==> src/rtl/lc4_divider_iter_if.sv <==
// Start/busy/valid handshake bundle between a requester and the iterative divider.
// Latency: none (wires only).
// Backpressure: none; requests are accepted only when the divider is idle or done.
interface lc4_divider_iter_if #(
  parameter int WIDTH = 16
);
  logic             i_start;
  logic [WIDTH-1:0] i_dividend;
  logic [WIDTH-1:0] i_divisor;
  logic             o_busy;
  logic             o_valid;
  logic [WIDTH-1:0] o_quotient;
  logic [WIDTH-1:0] o_remainder;

  // Requester side: issues operands, observes status and results.
  modport master (
    output i_start, i_dividend, i_divisor,
    input  o_busy, o_valid, o_quotient, o_remainder
  );

  // Divider side.
  modport slave (
    input  i_start, i_dividend, i_divisor,
    output o_busy, o_valid, o_quotient, o_remainder
  );
endinterface

==> src/rtl/lc4_divider_iter.sv <==
// Iterative unsigned restoring divider: one quotient bit per cycle.
// Latency: WIDTH+1 cycles from accepted start to the o_valid pulse.
// Backpressure: i_start is ignored while busy; back-to-back start accepted in DONE.
module lc4_divider_iter #(
  parameter int WIDTH = 16
) (
  input  logic              clk,
  input  logic              rst,
  lc4_divider_iter_if.slave bus
);

  localparam int CW = $clog2(WIDTH + 1);

  typedef enum logic [1:0] {S_IDLE, S_RUN, S_DONE} state_t;

  state_t           r_state;
  state_t           w_state_nxt;
  logic [WIDTH-1:0] r_q;      // dividend shifting out, quotient shifting in
  logic [WIDTH-1:0] r_r;      // partial remainder
  logic [WIDTH-1:0] r_div;
  logic [CW-1:0]    r_cnt;
  logic [WIDTH-1:0] r_quot;
  logic [WIDTH-1:0] r_rem;

  logic [WIDTH:0]   w_trial;
  logic             w_ge;
  logic [WIDTH-1:0] w_r_nxt;
  logic [WIDTH-1:0] w_q_nxt;
  logic             w_accept;
  logic             w_last;
  logic             w_div0;

  // One restoring step. When the trial fits, the true difference is below the
  // divisor, so a WIDTH-bit subtraction of the low bits is exact.
  assign w_trial  = {r_r, r_q[WIDTH-1]};
  assign w_ge     = (w_trial >= {1'b0, r_div});
  assign w_r_nxt  = w_ge ? (w_trial[WIDTH-1:0] - r_div) : w_trial[WIDTH-1:0];
  assign w_q_nxt  = {r_q[WIDTH-2:0], w_ge};
  assign w_last   = (r_cnt == CW'(WIDTH - 1));
  assign w_div0   = (r_div == '0);
  assign w_accept = bus.i_start && ((r_state == S_IDLE) || (r_state == S_DONE));

  // State register.
  always_ff @(posedge clk) begin
    if (rst) r_state <= S_IDLE;
    else     r_state <= w_state_nxt;
  end

  // Next-state logic.
  always_comb begin
    w_state_nxt = r_state;
    case (r_state)
      S_IDLE:  if (bus.i_start) w_state_nxt = S_RUN;
      S_RUN:   if (w_last)      w_state_nxt = S_DONE;
      S_DONE:  w_state_nxt = bus.i_start ? S_RUN : S_IDLE;
      default: w_state_nxt = S_IDLE;
    endcase
  end

  // Datapath: operand capture, iteration, and result latch on entry to DONE.
  always_ff @(posedge clk) begin
    if (rst) begin
      r_q    <= '0;
      r_r    <= '0;
      r_div  <= '0;
      r_cnt  <= '0;
      r_quot <= '0;
      r_rem  <= '0;
    end else begin
      if (w_accept) begin
        r_q   <= bus.i_dividend;
        r_div <= bus.i_divisor;
        r_r   <= '0;
        r_cnt <= '0;
      end else if (r_state == S_RUN) begin
        r_q   <= w_q_nxt;
        r_r   <= w_r_nxt;
        r_cnt <= r_cnt + 1'b1;
        if (w_last) begin
          // Divide by zero yields 0/0; the step logic alone would give all-ones.
          r_quot <= w_div0 ? '0 : w_q_nxt;
          r_rem  <= w_div0 ? '0 : w_r_nxt;
        end
      end
    end
  end

  assign bus.o_busy      = (r_state == S_RUN);
  assign bus.o_valid     = (r_state == S_DONE);
  assign bus.o_quotient  = r_quot;
  assign bus.o_remainder = r_rem;

endmodule

==> src/flat_wrapper.sv <==
// flat-port wrapper written by rule: the top's interface ports become plain ports
module lc4_divider_iter_flat 
#(
  parameter int WIDTH = 16
)
  (clk, rst, bus_i_start, bus_i_dividend, bus_i_divisor, bus_o_busy, bus_o_valid, bus_o_quotient, bus_o_remainder);
  lc4_divider_iter_if #(.WIDTH(WIDTH)) bus_i ();
  input  logic clk;
  input  logic rst;
  input wire logic [$bits(bus_i.i_start)-1:0] bus_i_start;
  input wire logic [$bits(bus_i.i_dividend)-1:0] bus_i_dividend;
  input wire logic [$bits(bus_i.i_divisor)-1:0] bus_i_divisor;
  output wire logic [$bits(bus_i.o_busy)-1:0] bus_o_busy;
  output wire logic [$bits(bus_i.o_valid)-1:0] bus_o_valid;
  output wire logic [$bits(bus_i.o_quotient)-1:0] bus_o_quotient;
  output wire logic [$bits(bus_i.o_remainder)-1:0] bus_o_remainder;
  assign bus_i.i_start = bus_i_start;
  assign bus_i.i_dividend = bus_i_dividend;
  assign bus_i.i_divisor = bus_i_divisor;
  assign bus_o_busy = bus_i.o_busy;
  assign bus_o_valid = bus_i.o_valid;
  assign bus_o_quotient = bus_i.o_quotient;
  assign bus_o_remainder = bus_i.o_remainder;
  lc4_divider_iter #(.WIDTH(WIDTH)) u_core (.clk(clk), .rst(rst), .bus(bus_i));
endmodule
==> config.mk <==
export PLATFORM = sky130hd
export DESIGN_NAME = lc4_divider_iter_flat
export DESIGN_NICKNAME = d
export VERILOG_FILES = /design/src/rtl/lc4_divider_iter_if.sv /design/src/rtl/lc4_divider_iter.sv /design/src/flat_wrapper.sv
export SDC_FILE = /design/constraint.sdc
export NUM_CORES = 1
export LEC_CHECK = 0
export CORE_ASPECT_RATIO = 0.5
export CORE_MARGIN = 2
export CORE_UTILIZATION = 35
export CTS_CLUSTER_SIZE = 24
export DETAILED_ROUTE_END_ITERATION = 8
export PLACE_DENSITY_LB_ADDON = 0.1
export SLEW_MARGIN = 25
export SYNTH_ARGS = -nofsm -noshare
export SYNTH_HDL_FRONTEND = slang
export SYNTH_SLANG_ARGS = --single-unit
==> constraint.sdc <==
create_clock -name clk -period 3.15 [get_ports clk]
set_clock_uncertainty 0.15 [all_clocks]
set_input_delay 0.7875 -clock clk [delete_from_list [all_inputs] [get_ports clk]]
set_output_delay 0.7875 -clock clk [all_outputs]
set_load 0.005 [all_outputs]
==> metrics.md, run 1 <==
| Metric | Value |
|---|---|
| Most instantiated cells after synthesis | dfxtp_1, nand2_1, a21oi_1 |
| Multi-input gate area | 0.00228 sq mm |
| Hold-fix buffers, CTS | 0 |
| Iteration-0 DRC Markers | 172 |
| Critical path's slowest cell | a2111oi_4 |
| Grt total ovfl | 0 |
| Post-synth top area share | 41.0% |
| Status | finished, final reports clean |
| IO Port Bufs | 68 |
| Setup Slack @ Placement | 0.306 ns |
| Routed length per instance | 15.0 microns |
| Most common cell in the synthesized netlist | dfxtp_1 |
| Post-Syn Area | 0.00425 sq mm |
| Worst min-delay path class | reg2reg |
| Finished Layout Cells | 746 |
| Final Core Density | 45.7% |
| CTS buffer count | 9 |
| Dpl hpwl | 8090 microns |
| Post-synth EDFFs | 0 |
| Hold endpoint | u_core.bus.o_remainder[2]$_SDFFE_PP0P_ |
| Synth area leader | dfxtp_1 |
| Drt drc | 0 |
| GPL Wtd Cong | 0.896 |
| Fmax | 349 MHz |
| Clock Pin Slew Worst Setup and Hold Paths | 0.07 ns |
| Ratio of cells with drive above 1 in the final layout | 7.06% |
| Worst Tran Pin Value | 0.976 ns |
| # H-tree levels | 3 |
| HP Start | u_core.bus.o_remainder[2]$_SDFFE_PP0P_ |
| Met2 Wirelength | 4940 microns |
| Root buf cell | clkbuf_16 |
| Setup tns final | 0 ns |
| Met1 Wirelength | 5570 microns |
| Synthesis-to-layout area growth | 27.1% |
| Hold Slack | 0.302 ns |
| TritonCTS clock tree | done |
| Number of routed nets with antenna violations | 0 |
| Yosys reg bits | 87 |
| Vias in the first global route | 3,658 |
| Hold path cells | 2 |
| Register area share after synthesis | 41.0% |
| Worst Path Arrival | 2.95 ns |
| RSZ-0062 raised after global routing | no |
| Die extent in x | 160 microns |
| Core Region | 0.0118 sq mm |
| Initial antenna violation count | 0 |
| Via density | 5.15 |
| CP required | 3.23 ns |
| Post-cts resize count | 0 |
| Met3 WL | 623 microns |
| First-pass GRT wire length | 18,400 microns |
| Dpl cells | 730 |
| Final hold vios | 0 |
| Max incr delay on CP | 0.49 ns |
| Max-Cap Viols | 0 |
| PwrDens | 564 mW/mm^2 |
| Asr flop ratio synth | 0% |
| Worst reg2reg path depth | 9 |
| Initial DRT Pass Iterations | 5 |
| Num ports | 69 |
| Fill cell count | 1,223 |
| Worst Setup End Kind | flip-flop |
| Leak | 2.04 nW |
| ANT cells | 0 |
| Die Ht | 81.9 microns |
| Synthesized instance count | 515 |
| DRT Wirelength | 11,200 microns |
| Initial Util | 36.0% |
| Reg area | 0.00174 sq mm |
| NumNets Final | 630 |
| Post-Syn Nets | 569 |
| Fin crit share | 91.0% |
| Final Max Slew Viols | 0 |
| Max Buffers Root-to-Sink | 2 |
| Synth warn | 0 |
| Setup crit start kind | flip-flop |
| Worst-path cell chain | inv_1 -> ha_1 -> o211a_1 -> a21oi_1 -> o21ai_1 -> a2111oi_4 -> o41a_1 -> nor2_1 -> a311o_1 |
| Yosys cell types | 57 |
| WS Path Type | reg2reg |
| Skew-Pair Late Insertion Delay | 0.34 ns |
| Routed vias | 3,839 |
| Die area | 0.0131 sq mm |
| R2R Path End | u_core.r_r[2]$_SDFFE_PP0P_ |
| Final setup fails | 0 |
| RR Startpoint | u_core.r_div[10]$_SDFFE_PP0P_ |
| FF-to-FF setup slack | 0.28 ns |
| Main synth FF type | dfxtp_1 |
| Slew HR | 34.7% |
| CP max FO | 10 |
| Std-Cell Rows | 28 |
| Clock sink count | 87 |
| Max VDD drop | 0.281 mV |
| Highest Signal Layer | met4 |
| Post-Syn Area per Cell | 8.25 sq um |
| Synth area leaders | dfxtp_1, nand2_1, a21oi_1 |
| GRT Resource Usage Total | 17.9% |
| Postcts setup bufs | 0 |
| Post-route setup slack | 0.284 ns |
| Largest net degree at the start of global routing | 47 |
| Post-route minimum period | 2.87 ns |
-- cell type report --
type / instances / area share [%]
clock buffer: 9 / 4.17
clock inverter: 7 / 0.974
inverter: 25 / 1.74
multi-input combinational: 370 / 42.2
sequential: 87 / 32.3
tap: 165 / 3.82
timing repair buffer: 83 / 14.8
-- critical path: cells and delay by family, from the launching register on --
kind | cells | cell delay (ns)
AO/OA/AOI/OAI | 6 | 1.69
adder cells (fa/ha/maj) | 1 | 0.42
buffers and inverters | 1 | 0.05
flip-flops | 1 | 0.35
AND/OR/NAND/NOR | 1 | 0.08
-- flip-flops by register name, indices dropped and copies added (netlist names) --
signal,cells
u_core.bus.o_quotient,16
u_core.r_state,2
u_core.r_cnt,5
u_core.r_div,16
u_core.r_r,16
u_core.r_q,16
u_core.bus.o_remainder,16
-- cell families after synthesis --
kind of cell,Yosys count,share of synthesized area [%]
AOI/OAI and AO/OA,168,26.2
xor gates and xnor gates,11,2.27
adders and majority gates,19,5.78
buffers and inverters,58,5.48
DFF,87,41.0
muxes,13,3.09
and+or+nand+nor,159,16.1
-- layout by cell type, fill, tap and decap left out, drive strengths merged, types with 2 or more instances in the layout --
| cell | netlist | final |
|---|---|---|
| nor4 | 4 | 4 |
| o31ai | 2 | 2 |
| mux2i | 12 | 12 |
| nor2 | 46 | 46 |
| xor2 | 4 | 4 |
| buf | 6 | 16 |
| nand2 | 74 | 74 |
| dfxtp | 87 | 87 |
| nand2b | 4 | 4 |
| a22oi | 33 | 33 |
| xnor2 | 7 | 7 |
| nand4 | 8 | 8 |
| nand3 | 8 | 8 |
| nor2b | 3 | 3 |
| a21oi | 53 | 53 |
| clkdlybuf4s50 | 0 | 67 |
| a211oi | 8 | 8 |
| o31a | 3 | 3 |
| inv | 25 | 29 |
| a21o | 7 | 7 |
| clkinv | 0 | 3 |
| clkbuf | 27 | 9 |
| a2111oi | 2 | 2 |
| o21a | 5 | 5 |
| nor3 | 6 | 6 |
| o41ai | 2 | 2 |
| o21ai | 40 | 40 |
| ha | 18 | 18 |
-- per-layer routing --
metal / vias up / global-route usage, %
met4: 0 / 4.23
met3: 4 / 6.16
li1: 1944 / -
met2: 80 / 29.7
met5: - / 0
met1: 1811 / 22.7
-- stage by stage --
stage,power (mW),instance area [sq um]
finish,3.05,5400
global route,3.23,5400
floorplan,1.81,4250
detailed placement,2.04,5120
global placement,2.04,5120
CTS,3.08,5400
-- power by group --
part / total [mW] / leakage (nW) / switching, mW / internal (mW)
Sequential: 1.18 / 0.708 / 0.0391 / 1.15
Clock: 1.03 / 0.142 / 0.483 / 0.545
Combinational: 0.834 / 1.19 / 0.468 / 0.366
-- worst max path at each step --
| stage | from | to | slack (ns) |
|---|---|---|---|
| floorplan | u_core.r_div[10]$_SDFFE_PP0P_ | u_core.r_r[11]$_SDFFE_PP0P_ | 0.54 |
| global placement | u_core.r_div[7]$_SDFFE_PP0P_ | u_core.bus.o_remainder[15]$_SDFFE_PP0P_ | 0.33 |
| detailed placement | u_core.r_div[1]$_SDFFE_PP0P_ | u_core.bus.o_remainder[15]$_SDFFE_PP0P_ | 0.31 |
| CTS | u_core.r_div[10]$_SDFFE_PP0P_ | u_core.r_r[2]$_SDFFE_PP0P_ | 0.29 |
| global route | u_core.r_q[15]$_SDFFE_PP0P_ | u_core.bus.o_remainder[14]$_SDFFE_PP0P_ | 0.1 |
| finish | u_core.r_div[10]$_SDFFE_PP0P_ | u_core.r_r[2]$_SDFFE_PP0P_ | 0.28 |
(Power assumes the default switching activity.)
==> inputs of run 2 (changes only) <==
--- a/config.mk
+++ b/config.mk
@@ -6,7 +6,7 @@
 export NUM_CORES = 1
 export LEC_CHECK = 0
 export CORE_ASPECT_RATIO = 0.5
-export CORE_MARGIN = 2
+export CORE_MARGIN = 3
 export CORE_UTILIZATION = 35
 export CTS_CLUSTER_SIZE = 24
 export DETAILED_ROUTE_END_ITERATION = 8
==> run 2 against run 1 <==
  * Via count down 0.68%
  * Sequential power about the same
  * Hold slack better by 0.0019 ns
  * Clock power up 12%
==> metrics.md, run 2 (synthesized netlist as in run 1, its figures left out) <==
| Metric | Value |
|---|---|
| Ratio of cells with drive above 1 in the final layout | 6.86% (-0.20 points) |
| GRT Resource Usage Total | 16.6% (-1.3 points) |
| Fmax | 345 MHz (-1.0%) |
| ANT cells | 0 (unchanged) |
| Die extent in x | 162 microns (+1.3%) |
| Worst min-delay path class | reg2reg |
| Final hold vios | 0 (unchanged) |
| Std-Cell Rows | 27 (-3.6%) |
| Worst Tran Pin Value | 0.648 ns (-0.328 ns) |
| RSZ-0062 raised after global routing | no |
| Clock sink count | 87 (unchanged) |
| First-pass GRT wire length | 18,200 microns (-1.3%) |
| Max VDD drop | 0.269 mV (-4.1%) |
| Die area | 0.0136 sq mm (+3.7%) |
| Leak | 2.06 nW (+1.0%) |
| TritonCTS clock tree | done |
| Commonest non-fill, non-tap cell in the layout | dfxtp_1 |
| Post-route minimum period | 2.90 ns (+0.0303 ns) |
| R2R Path End | u_core.bus.o_remainder[15]$_SDFFE_PP0P_ |
| RR Startpoint | u_core.r_div[10]$_SDFFE_PP0P_ |
| Post-cts resize count | 0 (unchanged) |
| Setup tns final | 0 ns (unchanged) |
| Worst Path Arrival | 3.01 ns (+0.06 ns) |
| Worst reg2reg path depth | 10 (+1) |
| Placed instance area | 0.00512 sq mm (+0.15%) |
| Hold path cells | 2 (unchanged) |
| Postcts setup bufs | 0 (unchanged) |
| Hold-fix buffers, CTS | 0 (unchanged) |
| HP Start | u_core.bus.o_remainder[8]$_SDFFE_PP0P_ |
| Worst Setup End Kind | flip-flop |
| Skew-Pair Late Insertion Delay | 0.34 ns (about the same) |
| DRT Wirelength | 11,100 microns (-0.63%) |
| Most frequent cells in the layout | dfxtp_1, nand2_1, clkdlybuf4s50_1 |
| Slew HR | 56.8% (+22 points) |
| Grt total ovfl | 0 (unchanged) |
| NumNets Final | 632 (+0.32%) |
| Design area | 0.00544 sq mm (+0.79%) |
| Core Region | 0.0114 sq mm (-3.3%) |
| Largest net degree at the start of global routing | 32 (-32%) |
| FF-to-FF setup slack | 0.25 ns (-0.03 ns) |
| Max-Cap Viols | 0 (unchanged) |
| Final Max Slew Viols | 0 (unchanged) |
| Hold endpoint | u_core.bus.o_remainder[8]$_SDFFE_PP0P_ |
| PwrDens | 586 mW/mm^2 (+3.8%) |
| Multi-input gate area | 0.00227 sq mm (-0.11%) |
| Routed vias | 3,813 (-0.68%) |
| Clock Pin Slew Worst Setup and Hold Paths | 0.07 ns (about the same) |
| Number of routed nets with antenna violations | 0 (unchanged) |
| Setup crit start kind | flip-flop |
| Max Buffers Root-to-Sink | 2 (unchanged) |
| Drt drc | 0 (unchanged) |
| Via density | 5.14 (-0.14%) |
| Final setup fails | 0 (unchanged) |
| Die Ht | 83.9 microns (+2.4%) |
| Root buf cell | clkbuf_16 |
| Fill cell count | 1,184 (-3.2%) |
| CP max FO | 18 (+8) |
| GPL Wtd Cong | 0.855 (-4.6%) |
| Dpl hpwl | 8060 microns (-0.43%) |
| CTS buffer count | 9 (unchanged) |
| Synthesis-to-layout area growth | 28.1% |
| Reg area | 0.00174 sq mm (unchanged) |
| IO Port Bufs | 68 (unchanged) |
| Fin crit share | 92.0% (+0.96 points) |
| Critical Path Start | u_core.r_div[10]$_SDFFE_PP0P_ |
| WS Path Type | reg2reg |
| Vias in the first global route | 3,618 (-1.1%) |
| Initial Util | 37.2% (+1.2 points) |
| Routed length per instance | 15.0 microns (about the same) |
| Num ports | 69 (unchanged) |
| Iteration-0 DRC Markers | 252 (+47%) |
| Initial antenna violation count | 0 (unchanged) |
| Initial DRT Pass Iterations | 5 (unchanged) |
| Status | finished, final reports clean |
| CP required | 3.26 ns (+0.03 ns) |
| # H-tree levels | 3 (unchanged) |
-- run 2: cell types whose count changed in the layout (fill, tap and decap cells not counted), sizes merged --
cell | previous run | this run
buf | 16 | 18
bufinv | 0 | 2
clkbuf | 9 | 11
inv | 29 | 25
-- run 2: worst max-delay path by stage --
stage                                              endpoint  slack (ns)  cells past startpoint
global route         u_core.bus.o_remainder[0]$_SDFFE_PP0P_        0.06                     10
finish              u_core.bus.o_remainder[15]$_SDFFE_PP0P_        0.25                     10
global placement    u_core.bus.o_remainder[15]$_SDFFE_PP0P_        0.37                      9
CTS                 u_core.bus.o_remainder[15]$_SDFFE_PP0P_        0.28                     10
floorplan                       u_core.r_r[11]$_SDFFE_PP0P_        0.54                     11
detailed placement  u_core.bus.o_remainder[15]$_SDFFE_PP0P_        0.30                     10
-- run 2: per-stage QoR --
stage,power [mW],worst slack (ns),util [%],cells,hold slack [ns]
6_report,3.19,0.253,47.6,742,0.304
5_1_grt,3.35,0.0566,47.6,742,0.330
4_1_cts,3.22,0.284,47.6,742,0.308
2_1_floorplan,1.81,0.544,-,515,0.286
3_3_place_gp,2.06,0.373,44.9,726,0.289
3_5_place_dp,2.06,0.304,44.9,726,0.296
-- run 2: layout make-up --
type | count | area share (%)
inverters | 25 | 1.72
multi-input cells | 370 | 41.8
repair buffers | 85 | 15.0
clock inverters | 5 | 1.52
well taps | 159 | 3.66
clock buffers | 11 | 4.28
flip-flops and latches | 87 | 32.0
-- run 2: worst max-delay path: stages, from the launching register on --
cell	delay, ns
dfxtp_1	0.37
inv_1	0.06
ha_1	0.43
o211a_1	0.27
a21oi_1	0.15
o21ai_1	0.12
a2111oi_4	0.48
o41ai_4	0.18
buf_12	0.19
mux2_2	0.28
o21ai_0	0.13
-- run 2: metal layers --
layer / track usage (%) / vias up / routed length, microns
met3: 5.00 / 11 / 525
met4: 4.18 / 0 / 112
met1: 23.3 / 1768 / 5700
li1: - / 1955 / -
met2: 24.8 / 79 / 4780
met5: 0 / - / 0
-- run 2: report_power, final --
| part | total, mW | internal, mW | switching, mW |
|---|---|---|---|
| clock network | 1.15 | 0.697 | 0.454 |
| logic | 0.851 | 0.382 | 0.469 |
| registers | 1.18 | 1.15 | 0.0392 |
